`src/rtl/pipe_hazard_ctrl.sv`:
```
// Stall/flush controller for the 5-stage pipeline: hazard detection, exception
// flush, mult/div sequencing with a watchdog, and a saturating stall counter.
module pipe_hazard_ctrl #(
  parameter int DELAY_SLOT = 1,
  parameter int MD_TIMEOUT = 64,
  parameter int CNT_W      = 32
) (
  input  logic             clk,
  input  logic             rst,
  input  logic [4:0]       i_rs_D,
  input  logic [4:0]       i_rt_D,
  input  logic             i_use_rs_D,
  input  logic             i_use_rt_D,
  input  logic             i_branch_D,
  input  logic             i_redirect_D,
  input  logic             i_memread_E,
  input  logic             i_regwrite_E,
  input  logic [4:0]       i_writereg_E,
  input  logic             i_memread_M,
  input  logic             i_regwrite_M,
  input  logic [4:0]       i_writereg_M,
  input  logic             i_md_start_E,
  input  logic             i_md_ready,
  input  logic             i_exc_M,
  output logic             o_en_F,
  output logic             o_en_D,
  output logic             o_en_E,
  output logic             o_en_M,
  output logic             o_en_W,
  output logic             o_clr_D,
  output logic             o_clr_E,
  output logic             o_clr_M,
  output logic             o_md_go,
  output logic             o_md_err,
  output logic [CNT_W-1:0] o_stall_cycles
);

  localparam int WD_W = $clog2(MD_TIMEOUT + 1);
  localparam logic [WD_W-1:0] WD_LIMIT = WD_W'(MD_TIMEOUT);

  typedef enum logic [0:0] {MD_IDLE = 1'b0, MD_BUSY = 1'b1} md_state_t;

  md_state_t         r_state;
  md_state_t         w_state_nxt;
  logic [WD_W-1:0]   r_wd;
  logic [WD_W-1:0]   w_wd_nxt;
  logic              w_err_set;
  logic              w_match_e_rs, w_match_e_rt, w_match_m_rs, w_match_m_rt;
  logic              w_lu, w_br, w_stall_D, w_md_active;
  logic [CNT_W-1:0]  r_stall_cnt;
  logic              r_md_err;
  logic              w_unused;

  // M-stage regwrite plays no part in any hazard term
  assign w_unused = i_regwrite_M;

  function automatic logic reg_match(input logic [4:0] src, input logic [4:0] dst);
    return (src == dst) && (src != 5'd0);
  endfunction

  assign w_match_e_rs = reg_match(i_rs_D, i_writereg_E);
  assign w_match_e_rt = reg_match(i_rt_D, i_writereg_E);
  assign w_match_m_rs = reg_match(i_rs_D, i_writereg_M);
  assign w_match_m_rt = reg_match(i_rt_D, i_writereg_M);

  assign w_lu = i_memread_E & i_regwrite_E &
                ((i_use_rs_D & w_match_e_rs) | (i_use_rt_D & w_match_e_rt));
  assign w_br = i_branch_D &
                ((i_regwrite_E & (w_match_e_rs | w_match_e_rt)) |
                 (i_memread_M  & (w_match_m_rs | w_match_m_rt)));
  assign w_stall_D = w_lu | w_br;

  assign w_md_active = ((r_state == MD_IDLE) & i_md_start_E) |
                       ((r_state == MD_BUSY) & ~i_md_ready & (r_wd < WD_LIMIT));

  // mult/div next state and watchdog; exception aborts, timeout acts as ready
  always_comb begin
    w_state_nxt = r_state;
    w_wd_nxt    = r_wd;
    w_err_set   = 1'b0;
    if (i_exc_M) begin
      w_state_nxt = MD_IDLE;
      w_wd_nxt    = '0;
    end else begin
      case (r_state)
        MD_IDLE: begin
          if (i_md_start_E) begin
            w_state_nxt = MD_BUSY;
            w_wd_nxt    = '0;
          end else begin
            w_state_nxt = MD_IDLE;
          end
        end
        MD_BUSY: begin
          if (i_md_ready) begin
            w_state_nxt = MD_IDLE;
            w_wd_nxt    = '0;
          end else if (r_wd >= WD_LIMIT) begin
            w_state_nxt = MD_IDLE;
            w_wd_nxt    = '0;
            w_err_set   = 1'b1;
          end else begin
            w_wd_nxt    = r_wd + WD_W'(1);
          end
        end
        default: begin
          w_state_nxt = MD_IDLE;
          w_wd_nxt    = '0;
        end
      endcase
    end
  end

  // enable/clear priority: exception, mult/div freeze, D stall, redirect flush
  always_comb begin
    o_en_F  = 1'b1;
    o_en_D  = 1'b1;
    o_en_E  = 1'b1;
    o_en_M  = 1'b1;
    o_en_W  = 1'b1;
    o_clr_D = 1'b0;
    o_clr_E = 1'b0;
    o_clr_M = 1'b0;
    o_md_go = 1'b0;
    if (rst) begin
      o_md_go = 1'b0;
    end else if (i_exc_M) begin
      o_clr_D = 1'b1;
      o_clr_E = 1'b1;
      o_clr_M = 1'b1;
    end else if (w_md_active) begin
      o_en_F  = 1'b0;
      o_en_D  = 1'b0;
      o_en_E  = 1'b0;
      o_clr_M = 1'b1;
      o_md_go = (r_state == MD_IDLE);
    end else if (w_stall_D) begin
      o_en_F  = 1'b0;
      o_en_D  = 1'b0;
      o_clr_E = 1'b1;
    end else if (i_redirect_D && (DELAY_SLOT == 0)) begin
      o_clr_D = 1'b1;
    end else begin
      o_clr_D = 1'b0;
    end
  end

  // FSM state, watchdog and sticky timeout flag
  always_ff @(posedge clk or posedge rst) begin
    if (rst) begin
      r_state  <= MD_IDLE;
      r_wd     <= '0;
      r_md_err <= 1'b0;
    end else begin
      r_state  <= w_state_nxt;
      r_wd     <= w_wd_nxt;
      r_md_err <= r_md_err | w_err_set;
    end
  end

  // saturating count of fetch-stalled cycles
  always_ff @(posedge clk or posedge rst) begin
    if (rst) begin
      r_stall_cnt <= '0;
    end else if (!o_en_F && (r_stall_cnt != {CNT_W{1'b1}})) begin
      r_stall_cnt <= r_stall_cnt + CNT_W'(1);
    end else begin
      r_stall_cnt <= r_stall_cnt;
    end
  end

  assign o_md_err       = r_md_err;
  assign o_stall_cycles = r_stall_cnt;

endmodule

```
`config.mk`:
```
export PLATFORM = sky130hd
export DESIGN_NAME = pipe_hazard_ctrl
export DESIGN_NICKNAME = d
export VERILOG_FILES = /design/src/rtl/pipe_hazard_ctrl.sv
export SDC_FILE = /design/constraint.sdc
export NUM_CORES = 1
export LEC_CHECK = 0
export CORE_ASPECT_RATIO = 1.4
export CORE_MARGIN = 8
export CORE_UTILIZATION = 25
export CTS_BUF_LIST = sky130_fd_sc_hd__clkbuf_8
export DETAILED_ROUTE_END_ITERATION = 10
export GPL_ROUTABILITY_DRIVEN = 1
export PLACE_DENSITY = 0.48
export SLEW_MARGIN = 15
export SYNTH_ARGS = -nofsm -noshare
export SYNTH_HDL_FRONTEND = slang
export SYNTH_SLANG_ARGS = --single-unit
```
`constraint.sdc`:
```
create_clock -name clk -period 2.2 [get_ports clk]
set_input_delay 0.44 -clock clk [delete_from_list [all_inputs] [get_ports clk]]
set_output_delay 0.44 -clock clk [all_outputs]
set_load 0.05 [all_outputs]
```
# [Word-level counts from Yosys, hierarchy flattened]
# Index checks and enable logic that the tools add are counted.
# Widths: inputs -> output; s select.
[word_totals] register_bits=41 in_bits=33 elab_cells=74
[op_classes] addsub=2 n_lt_le_gt_ge=2 n_eq_ne=6 mux=33 n_bitwise=19 reduce_logical=8
[op_table] operator="$add 32x1->32 const B" count=1
[op_table] operator="$ne 32x32->1 const B" count=1
[op_table] operator="$mux 7" count=4
[op_table] operator="$mux 1" count=27
[op_table] operator="$eq 5x5->1" count=4
[op_table] operator="$pmux 7 s2" count=1
[op_table] operator="$and 1x1->1" count=10
[op_table] operator="$reduce_bool 5->1" count=2
[op_table] operator="$add 7x1->7 const B" count=1
[op_table] operator="$ge 7x7->1 const B" count=1
[op_table] operator="$lt 7x7->1 const B" count=1
[op_table] operator="$or 1x1->1" count=7
[op_table] operator="$logic_and 1x1->1" count=5
[op_table] operator="$ne 3x3->1 const B" count=1
[op_table] operator="$not 1->1" count=2
[op_table] operator="$pmux 1 s2" count=1
[op_table] operator="$logic_not 1->1" count=1

# [Depth between registers and ports, before layout]
# Gate-level depths: netlist of run 1.
[logic_depth] depth_word=13 ltp_mapped=9 ltp_nobuf=8

# [Worst setup path before layout of run 1]
# No wires, ideal clock.
[synth_path] kind="input -> output" start="input i_rt_D[0]" end="output o_en_F" t_arrival_ps=2232 required_ps=1760 setup_slack_ps=-472 cell_stages=8 n_path_buf=1 path_cell_list="nor3_1 > nand2_1 > nand4_1 > o22ai_1 > nor4_2 > nor3_1 > inv_1 > buf_4"
[synth_via] elab_chain_len=11 elab_cells_between_ends=19
[synth_lines] element="start: declaration" line="11" rtl="input logic [4:0] i_rt_D,"
[synth_lines] element="$eq 5x5->1 or $reduce_bool 5->1 (tied branches)" line="58" rtl="return (src == dst) && (src != 5'd0);"
[synth_lines] element="$logic_and 1x1->1" line="58"
[synth_lines] element="$or 1x1->1 (on tied branches)" line="69, 70"
[synth_lines] element="$and 1x1->1 (on tied branches)" line="69, 70"
[synth_lines] element="$or 1x1->1" line="69" rtl="((i_regwrite_E & (w_match_e_rs | w_match_e_rt)) |"
[synth_lines] element="$and 1x1->1" line="68" rtl="assign w_br = i_branch_D &"
[synth_lines] element="$or 1x1->1 *" line="71" rtl="assign w_stall_D = w_lu | w_br;"
[synth_lines] element="$mux 1 * (4 in series)"
[synth_lines] element="end: declaration" line="25" rtl="output logic o_en_F,"
# Every way passes the cells marked *; elsewhere a longest branch is shown, timed or not.

# [Worst setup path in the final report of run 1]
[layout_path] start="input i_rs_D[2]" end="output o_clr_E"
[layout_via] elab_chain_len=11 elab_cells_between_ends=19
[layout_lines] element="start: declaration" line="10" rtl="input logic [4:0] i_rs_D,"
[layout_lines] element="$eq 5x5->1 or $reduce_bool 5->1 (tied branches)" line="58"
[layout_lines] element="$logic_and 1x1->1" line="58"
[layout_lines] element="$or 1x1->1 (on tied branches)" line="69, 70"
[layout_lines] element="$and 1x1->1 (on tied branches)" line="69, 70"
[layout_lines] element="$or 1x1->1" line="69"
[layout_lines] element="$and 1x1->1" line="68"
[layout_lines] element="$or 1x1->1 *" line="71"
[layout_lines] element="$mux 1 *" line="137" rtl="end else if (w_stall_D) begin"
[layout_lines] element="$mux 1 *" line="131" rtl="end else if (w_md_active) begin"
[layout_lines] element="$mux 1 *" line="127" rtl="end else if (i_exc_M) begin"
[layout_lines] element="$mux 1 *" line="125" rtl="if (rst) begin"
[layout_lines] element="end: declaration" line="31" rtl="output logic o_clr_E,"
# Marks and branches as above.

==> results of run 1 <==
==> power groups by stage <==
stage | combinational, uW | clock [uW] | sequential, uW
after CTS | 618 | 501 | 834
after global placement | 603 | 0 | 846
after detailed placement | 604 | 0 | 848
after floorplan | 181 | 0 | 997
final | 620 | 478 | 833
after global routing | 671 | 537 | 841
==> worst reg2reg max path, cell delays in order, from the launching register on <==
cell and delay [ns]:
dfrtp_2 0.41, and4_4 0.20, and4_4 0.19, and2_4 0.16, and3_4 0.14, buf_4 0.13, nor4_4 0.25, buf_4 0.23
nand4_1 0.14, xnor2_1 0.15
==> cell type report <==
class	count	share of cell area
Multi-Input combinational cell	181	0.357
Timing Repair Buffer	121	0.303
Sequential cell	41	0.276
Tap cell	107	0.0354
Clock buffer	5	0.0182
Inverter	5	0.00563
Clock inverter	3	0.00431
==> worst max path at each step <==
| stage | from | endpoint | depth (start not counted) |
|---|---|---|---|
| floorplan | i_rs_D[0] | o_en_F | 8 |
| global placement | i_rs_D[3] | o_stall_cycles[1]$_DFFE_PP0P_ | 9 |
| detailed placement | i_rs_D[3] | o_stall_cycles[1]$_DFFE_PP0P_ | 9 |
| CTS | i_writereg_E[2] | o_en_F | 10 |
| global route | i_rs_D[2] | o_en_F | 10 |
| finish | i_rs_D[2] | o_clr_E | 9 |
==> placed cells by master (no fill, tap or decap), drive strengths merged, types with 4 or more instances in the layout <==
cell type / count
o21ai: 8
nand3: 17
and3: 10
dlygate4sd2: 4
xor2: 13
inv: 7
clkbuf: 7
clkdlybuf4s50: 41
and4: 6
nand4: 16
nor3: 11
dfrtp: 41
buf: 73
nor4: 4
nand2: 19
xnor2: 38
a21oi: 5
nor2: 14
==> routing by layer <==
| metal | part of all wire | up-vias | global-route usage |
|---|---|---|---|
| met5 | 0 | - | 0 |
| met4 | 0.022 | 0 | 0.0447 |
| met3 | 0.051 | 9 | 0.0259 |
| met2 | 0.49 | 60 | 0.183 |
| met1 | 0.43 | 1045 | 0.128 |
| li1 | - | 1056 | - |
==> synthesized netlist by cell type (2+ instances only) <==
master,number
dfrtp_1,41
xnor2_1,38
nand2_1,19
nand3_1,17
nand4_1,16
nor2_1,14
xor2_1,13
nor3_1,10
and3_1,9
o21ai_0,8
and4_1,6
a21oi_1,5
inv_1,5
buf_4,3
ha_1,3
buf_6,2
clkbuf_1,2
nor4_4,2
or3_1,2
==> timing repair <==
item                       in CTS  in global routing
pin swaps                      23                 20
setup buffers                   4                 15
setup endpoints to repair      37                 24
gates resized for setup        92                 18
gates cloned                    0                  1
==> state kept, by name (all words and copies together) (netlist names) <==
signal	cells
o_stall_cycles	32
r_wd	7
o_md_err	1
r_state	1
==> logic make-up (layout without fill, tap and decap cells) <==
| logic type | count (synthesis) | in the layout | synth area share |
|---|---|---|---|
| AO/OA/AOI/OAI | 19 | 19 | 0.0478 |
| XOR/XNOR | 51 | 51 | 0.192 |
| adder cells (fa/ha/maj) | 3 | 3 | 0.0161 |
| buffers and inverters | 13 | 134 | 0.0327 |
| flip-flops | 41 | 41 | 0.440 |
| multiplexers | 1 | 1 | 0.00483 |
| other | 1 | 2 | 0.00161 |
| AND/OR/NAND/NOR | 105 | 105 | 0.266 |
==> per-stage QoR <==
step                      setup slack (ns)  power, uW
after floorplan                    -0.0799       1180
after global placement              -0.746       1450
after detailed placement            -0.735       1450
after CTS                           -0.141       1950
after global routing                -0.185       2050
final                              -0.0848       1930
==> impl_metrics.py, run 1 <==
metrics = {
    "logic_synthesis": {
        "synthDominantCellAreaShare": 0.440,
        "ys_warn_count": 0,
        "synth_edf_count": 0,
        "ys_seq_elements": 41,
        "synthCells": 234,
        "async_reset_ff_frac": 1.00,
        "synth.avg_cell_area_um2": 9.97,
        "ys_seq_area_frac": 0.440,
        "synthFlopType": "dfrtp_1",
        "ys_top_cells_by_area": "dfrtp_1, xnor2_1, xor2_1",
        "yosys.area.top_type": "dfrtp_1",
        "netlist_area_um2": 2330,
        "ys_types": 38,
    },
    "timing": {
        "setup_slack_ns": -0.0848,
        "tns_ns": -0.230,
        "slew_viol_final": 0,
        "fmax_mhz": 438,
        "setup_violations": 3,
        "tightest_slew_ns": 0.536,
        "period_needed_ns": 2.28,
        "whs_ns": 0.455,
        "relSlewSlack": 0.642,
        "finClkSkew_ns": 0.0121,
        "finalHoldViolCount": 0,
        "period_share": 1.04,
        "rsz0062_at_grt": "yes",
    },
    "setup_path": {
        "slowest_stage": "or3_4",
        "cpPeakStageDelay_ns": 0.41,
        "r2r_start": "o_stall_cycles[25]$_DFFE_PP0P_",
        "crit_family": "simple AND/OR/NAND/NOR gates",
        "worstSetupStartpointType": "input pin",
        "required_ns": 1.76,
        "worstSetupPathType": "input pin to primary output",
        "crit_chain": "buf_2 -> buf_4 -> xnor2_1 -> nand4_1 -> o22ai_2 -> or3_4 -> a21oi_4 -> nor2_4 -> buf_6",
        "arrival_ns": 1.84,
        "crit_path_end_kind": "primary output",
        "cp_num_buf_inv": 3,
        "timing.rr.end": "o_stall_cycles[8]$_DFFE_PP0P_",
        "path_max_fanout": 3,
        "regToRegSetupSlack_ns": 0.10,
        "r2r_cells": 9,
    },
    "route": {
        "vias": 2170,
        "drtAntennaViolNets": 0,
        "routed_wirelength_mm": 6.96,
        "wl_per_cell_um": 15.0,
        "drt_iter0_drc": 54,
        "post-route-drc-count": 0,
        "routed_via_density": 4.69,
        "drt_pass1_iterations": 4,
    },
    "floorplanning": {
        "dieArea_um2": 12700,
        "start_util": 0.258,
        "fp.dieH_um": 130,
        "num_io_pins": 75,
        "coreArea_um2": 9030,
        "rows": 41,
        "die-width_um": 97.6,
    },
    "clock_tree": {
        "cts_buffer_depth": 2,
        "clk_latency_ns": 0.29,
        "cts.sinks": 41,
        "ctsHoldBuffers": 0,
        "cts_tree": "yes",
        "cts_root_buffer": "clkbuf_8",
        "cts_buffers": 5,
        "clkSlewWorstSetupHoldPaths_ns": 0.07,
        "cts.htree.levels": 2,
    },
    "min_path": {
        "hold_end": "o_md_err$_DFF_PP0_",
        "hold_class": "flip-flop to flip-flop",
        "min_from": "o_md_err$_DFF_PP0_",
        "min_path_cells": 1,
    },
    "final_layout": {
        "finish.instance_area_um2": 3780,
        "multiInputGateArea_um2": 1350,
        "nets": 391,
        "syn2layout_area_growth_pct": 62.0,
        "regArea_um2": 1040,
        "final_cells": 463,
        "drive_gt1_frac": 0.348,
        "fin_util": 0.418,
        "antenna_cells": 0,
        "fillers": 913,
    },
    "pwr": {
        "p_comb_frac": 0.321,
        "p_int_uw": 1280,
        "p_sw_frac": 0.336,
        "seqPwrFrac": 0.432,
        "leakagePower_uw": 0.00165,
        "power.density_nw_per_um2": 511,
        "power.share.clock": 0.248,
        "p_switching_uw": 649,
        "peakVddDrop_v": 0.000509,
    },
    "global_routing": {
        "grt_max_degree": 24,
        "grt_pass1_wl_mm": 11.3,
        "grt_pass1_vias": 2282,
        "antenna_found_initial": 0,
        "grt_usage": 0.108,
        "grt_overflow": 0,
    },
    "placed_design": {
        "io_buffers": 70,
        "dp_hpwl_mm": 5.24,
        "routabilityCongestion": 0.811,
        "dpl.cell_count": 435,
        "placed_cell_area_um2": 3470,
    },
    "outcome": {
        "violations": "negative setup slack",
        "status": "finished, violations left",
    },
    "run": {
        "max_cap_viol_count": 0,
    },
}
(Power assumes the default switching activity.)
==> run 2, diff against run 1 <==
- CORE_MARGIN: 8 -> 2
==> impl_metrics.py, run 2 (same netlist as run 1, synthesis figures left out) <==
metrics = {
    "clock_tree": {
        "cts_root_buffer": "clkbuf_8",
        "cts_buffers": 5,
        "clkSlewWorstSetupHoldPaths_ns": 0.08,
        "cts.htree.levels": 2,
        "cts_tree": "yes",
        "cts.sinks": 41,
        "ctsHoldBuffers": 0,
        "clk_latency_ns": 0.30,
        "cts_buffer_depth": 2,
    },
    "global_routing": {
        "grt_pass1_wl_mm": 10.3,
        "grt_pass1_vias": 2164,
        "grt_usage": 0.126,
        "antenna_found_initial": 0,
        "grtUsageMet2": 0.208,
        "grtUsageMet1": 0.163,
        "grt_max_degree": 27,
        "grtUsageMet3": 0.0216,
        "grt_overflow": 0,
        "busiest_layer": "met2",
    },
    "placed_design": {
        "io_buffers": 70,
        "dp_slack_ns": -0.749,
        "dp_hpwl_mm": 4.79,
        "routabilityCongestion": 0.843,
        "dpl.cell_count": 435,
    },
    "min_path": {
        "hold_class": "flip-flop to flip-flop",
        "min_from": "o_md_err$_DFF_PP0_",
    },
    "pwr": {
        "peakVddDrop_v": 0.000642,
        "leakagePower_uw": 0.00166,
        "power.density_nw_per_um2": 515,
    },
    "setup_path": {
        "worstSetupPathType": "input pin to primary output",
        "path_max_fanout": 2,
        "worstSetupStartpointType": "input pin",
        "regToRegSetupSlack_ns": 0.04,
        "crit_chain": "buf_6 -> xor2_1 -> nor3_1 -> nand4_1 -> o22ai_2 -> buf_4 -> nor4_4 -> nor3_2 -> inv_2 -> buf_12",
        "cpPeakStageDelay_ns": 0.22,
        "critPathLaunch": "i_writereg_E[2]",
        "required_ns": 1.76,
        "crit_path_end_kind": "primary output",
        "arrival_ns": 1.92,
        "slowest_stage": "nor3_1",
        "r2r_start": "o_stall_cycles[26]$_DFFE_PP0P_",
    },
    "timing": {
        "finClkSkew_ns": 0.0143,
        "finalHoldViolCount": 0,
        "relSlewSlack": 0.662,
        "period_needed_ns": 2.36,
        "tightest_slew_ns": 0.505,
        "fmax_mhz": 424,
        "setup_violations": 4,
        "rsz0062_at_grt": "yes",
        "period_share": 1.07,
        "setup_slack_ns": -0.157,
        "slew_viol_final": 0,
    },
    "final_layout": {
        "antenna_cells": 0,
        "drive_gt1_frac": 0.357,
        "final_common_cell": "buf_4",
        "largest_reg_flops": 32,
        "fillers": 904,
        "final_cell_mix": "buf_4, clkdlybuf4s50_1, xnor2_1",
        "nets": 388,
        "final_cells": 460,
        "syn2layout_area_growth_pct": 62.8,
    },
    "route": {
        "vias": 2165,
        "drt_iter0_drc": 45,
        "drt_pass1_iterations": 3,
        "drtAntennaViolNets": 0,
        "post-route-drc-count": 0,
        "routed_wirelength_mm": 6.50,
        "routed_via_density": 4.71,
        "wl_per_cell_um": 14.1,
    },
    "outcome": {
        "status": "finished, violations left",
        "violations": "negative setup slack",
    },
    "floorplanning": {
        "coreArea_um2": 9030,
        "rows": 41,
        "start_util": 0.258,
        "dieArea_um2": 10100,
        "fp.dieH_um": 118,
        "num_io_pins": 75,
        "die-width_um": 85.6,
    },
    "run": {
        "max_cap_viol_count": 0,
    },
}
[run 2: cell count changes in the layout (fill, tap and decap cells not counted), sizes merged]
cell | previous run | this run
clkinv | 1 | 2
buf | 73 | 71
inv | 7 | 6
clkbuf | 7 | 6
dlygate4sd2 | 4 | 5
clkdlybuf4s50 | 41 | 40
[run 2: where the power goes]
group	total (uW)	switching, uW	internal [uW]
Combinational	634	357	276
Sequential	836	40.6	796
Clock	487	271	216
[run 2: layout make-up]
class,count,area [um2],share of cell area
multi-input combinational,181,1390,0.366
clock buffer,5,68.8,0.0181
clock inverter,3,13.8,0.00363
inverter,5,18.8,0.00494
tap,107,134,0.0353
timing repair buffer,118,1130,0.298
sequential,41,1040,0.275
[run 2: what timing repair did]
action                     in CTS  in global routing
resized for setup              92                 32
pin swaps                      22                 34
gates cloned                    1                  1
setup endpoints to repair      37                 31
buffers inserted                5                 10
[run 2: worst max-delay path, delay by kind of cell]
family / cells / cell delay (ns)
buffers and inverters: 4 / 0.51
and+or+nand+nor: 4 / 0.62
AOI/OAI and AO/OA: 1 / 0.20
xor gates and xnor gates: 1 / 0.15
[run 2: worst paths after layout]
kind	to	cells after the start
worst max register to register	o_stall_cycles[23]$_DFFE_PP0P_	10
worst min register to register	o_md_err$_DFF_PP0_	1
worst min-delay path	o_md_err$_DFF_PP0_	1
max in group asynchronous	o_stall_cycles[12]$_DFFE_PP0P_	4
min in group asynchronous	o_stall_cycles[5]$_DFFE_PP0P_	4
worst max-delay path	o_en_F	10
[run 2: through the flow]
stage          utilization  TNS (ns)  instance area [um2]  hold slack [ns]  total power [uW]
2_1_floorplan            -   -0.0799                 2400            0.451              1180
3_3_place_gp         0.383    -21.87                 3460            0.451              1440
3_5_place_dp         0.383    -21.72                 3460            0.457              1450
4_1_cts              0.398    -0.520                 3590            0.476              1950
5_1_grt              0.420     -2.42                 3800            0.499              2040
6_report             0.420    -0.472                 3800            0.464              1960
[run 2: per-layer routing]
metal,vias to the layer above,part of all wire
li1,1051,-
met1,1042,0.44
met2,60,0.49
met3,12,0.043
met4,0,0.024
met5,-,0
==> run 3, diff against run 2 <==
- CTS_BUF_LIST: sky130_fd_sc_hd__clkbuf_8 -> sky130_fd_sc_hd__clkbuf_16
==> impl_metrics.py, run 3 (same netlist as run 1, synthesis figures left out) <==
metrics = {
    "outcome": {
        "status": "finished, violations left",
        "violations": "negative setup slack",
    },
    "run": {
        "max_cap_viol_count": 0,
    },
    "global_routing": {
        "antenna_found_initial": 0,
        "grt_max_degree": 27,
        "grt_pass1_vias": 2170,
        "grtUsageMet3": 0.0216,
        "grt_pass1_wl_mm": 10.3,
        "grtUsageMet2": 0.208,
        "grt_overflow": 0,
        "grtUsageMet1": 0.163,
        "grt_usage": 0.126,
        "busiest_layer": "met2",
    },
    "clock_tree": {
        "cts_buffer_depth": 2,
        "cts_buffers": 5,
        "cts_root_buffer": "clkbuf_16",
        "cts.htree.levels": 2,
        "clkSlewWorstSetupHoldPaths_ns": 0.06,
        "cts_tree": "yes",
        "ctsHoldBuffers": 0,
        "clk_latency_ns": 0.28,
        "cts.sinks": 41,
    },
    "final_layout": {
        "syn2layout_area_growth_pct": 65.5,
        "fillers": 897,
        "final_cell_mix": "buf_4, clkdlybuf4s50_1, xnor2_1",
        "multiInputGateArea_um2": 1400,
        "nets": 388,
        "finish.instance_area_um2": 3860,
        "final_common_cell": "buf_4",
        "largest_reg_flops": 32,
        "fin_util": 0.428,
        "regArea_um2": 1040,
        "drive_gt1_frac": 0.363,
        "antenna_cells": 0,
    },
    "pwr": {
        "power.density_nw_per_um2": 561,
        "peakVddDrop_v": 0.000727,
        "finalPower_uw": 2170,
        "leakagePower_uw": 0.00169,
    },
    "timing": {
        "period_needed_ns": 2.36,
        "period_share": 1.07,
        "tns_ns": -0.506,
        "fmax_mhz": 424,
        "relSlewSlack": 0.663,
        "tightest_slew_ns": 0.505,
        "setup_violations": 9,
        "rsz0062_at_grt": "yes",
        "setup_slack_ns": -0.158,
        "finClkSkew_ns": 0.00631,
        "slew_viol_final": 0,
        "finalHoldViolCount": 0,
    },
    "placed_design": {
        "placed_cell_area_um2": 3460,
        "dp_hpwl_mm": 4.79,
        "io_buffers": 70,
        "routabilityCongestion": 0.843,
    },
    "route": {
        "routed_wirelength_mm": 6.49,
        "drt_iter0_drc": 44,
        "post-route-drc-count": 0,
        "wl_per_cell_um": 14.1,
        "drt_pass1_iterations": 4,
        "vias": 2157,
        "drtAntennaViolNets": 0,
        "routed_via_density": 4.69,
    },
    "setup_path": {
        "crit_path_end_kind": "primary output",
        "required_ns": 1.76,
        "arrival_ns": 1.92,
        "crit_end": "o_en_F",
        "timing.rr.end": "o_stall_cycles[23]$_DFFE_PP0P_",
        "worstSetupPathType": "input pin to primary output",
        "path_max_fanout": 2,
        "critPathLaunch": "i_writereg_E[2]",
        "r2r_cells": 10,
        "r2r_start": "o_stall_cycles[26]$_DFFE_PP0P_",
        "worstSetupStartpointType": "input pin",
        "regToRegSetupSlack_ns": 0.06,
    },
    "floorplanning": {
        "num_io_pins": 75,
        "die-width_um": 85.6,
        "rows": 41,
        "dieArea_um2": 10100,
        "fp.dieH_um": 118,
        "start_util": 0.258,
        "coreArea_um2": 9030,
    },
    "min_path": {
        "hold_class": "flip-flop to flip-flop",
    },
}
==> run 3: cell counts in the layout (fill, tap and decap cells not counted) <==
No cell type changed its count.
==> run 3: area by class of cell <==
| class | instances | area share |
|---|---|---|
| Timing Repair Buffer | 118 | 0.293 |
| Inverter | 5 | 0.00486 |
| Tap cell | 107 | 0.0347 |
| Clock inverter | 3 | 0.00357 |
| Multi-Input combinational cell | 181 | 0.361 |
| Sequential cell | 41 | 0.270 |
| Clock buffer | 5 | 0.0324 |
==> run 3: critical path: stages <==
cell,delay (ns)
buf_6,0.10
xor2_1,0.15
nor3_1,0.22
nand4_1,0.18
o22ai_2,0.20
buf_4,0.15
nor4_4,0.03
nor3_2,0.19
inv_2,0.10
buf_12,0.16
==> run 3: power breakdown <==
part / switching (uW) / internal [uW] / total, uW / leakage (uW)
Sequential: 39.9 / 797 / 837 / 0.000541
Combinational: 358 / 277 / 635 / 0.00107
Clock: 283 / 412 / 695 / 0.0000748
Total: 681 / 1490 / 2170 / 0.00169
==> run 3: worst min-delay path by stage <==
stage,end,slack (ns),from,cells past startpoint
floorplan,r_wd[5]$_DFFE_PP0P_,0.45,r_wd[5]$_DFFE_PP0P_,1
global placement,o_md_err$_DFF_PP0_,0.45,o_md_err$_DFF_PP0_,1
detailed placement,o_md_err$_DFF_PP0_,0.46,o_md_err$_DFF_PP0_,1
CTS,o_md_err$_DFF_PP0_,0.47,o_md_err$_DFF_PP0_,1
global route,o_stall_cycles[27]$_DFFE_PP0P_,0.50,o_stall_cycles[27]$_DFFE_PP0P_,1
finish,o_md_err$_DFF_PP0_,0.46,o_md_err$_DFF_PP0_,1
==> run 3: through the flow <==
stage / setup slack, ns / hold slack (ns) / instances
3_5_place_dp: -0.749 / 0.457 / 435
2_1_floorplan: -0.0799 / 0.451 / 235
5_1_grt: -0.301 / 0.495 / 460
6_report: -0.158 / 0.459 / 460
3_3_place_gp: -0.769 / 0.451 / 435
4_1_cts: -0.214 / 0.471 / 449
==> run 3: layer usage <==
metal | routed length [um] | share of wire | vias to the layer above
li1 | - | - | 1053
met1 | 2900 | 0.45 | 1031
met2 | 3170 | 0.49 | 61
met3 | 266 | 0.041 | 12
met4 | 155 | 0.024 | 0
met5 | 0 | 0 | -
==> run 3: timing repair <==
item	4_1_cts	5_1_grt
cloned	1	1
pin swaps	22	33
gates resized for setup	92	34
setup endpoints to repair	37	33
setup buffers	5	10
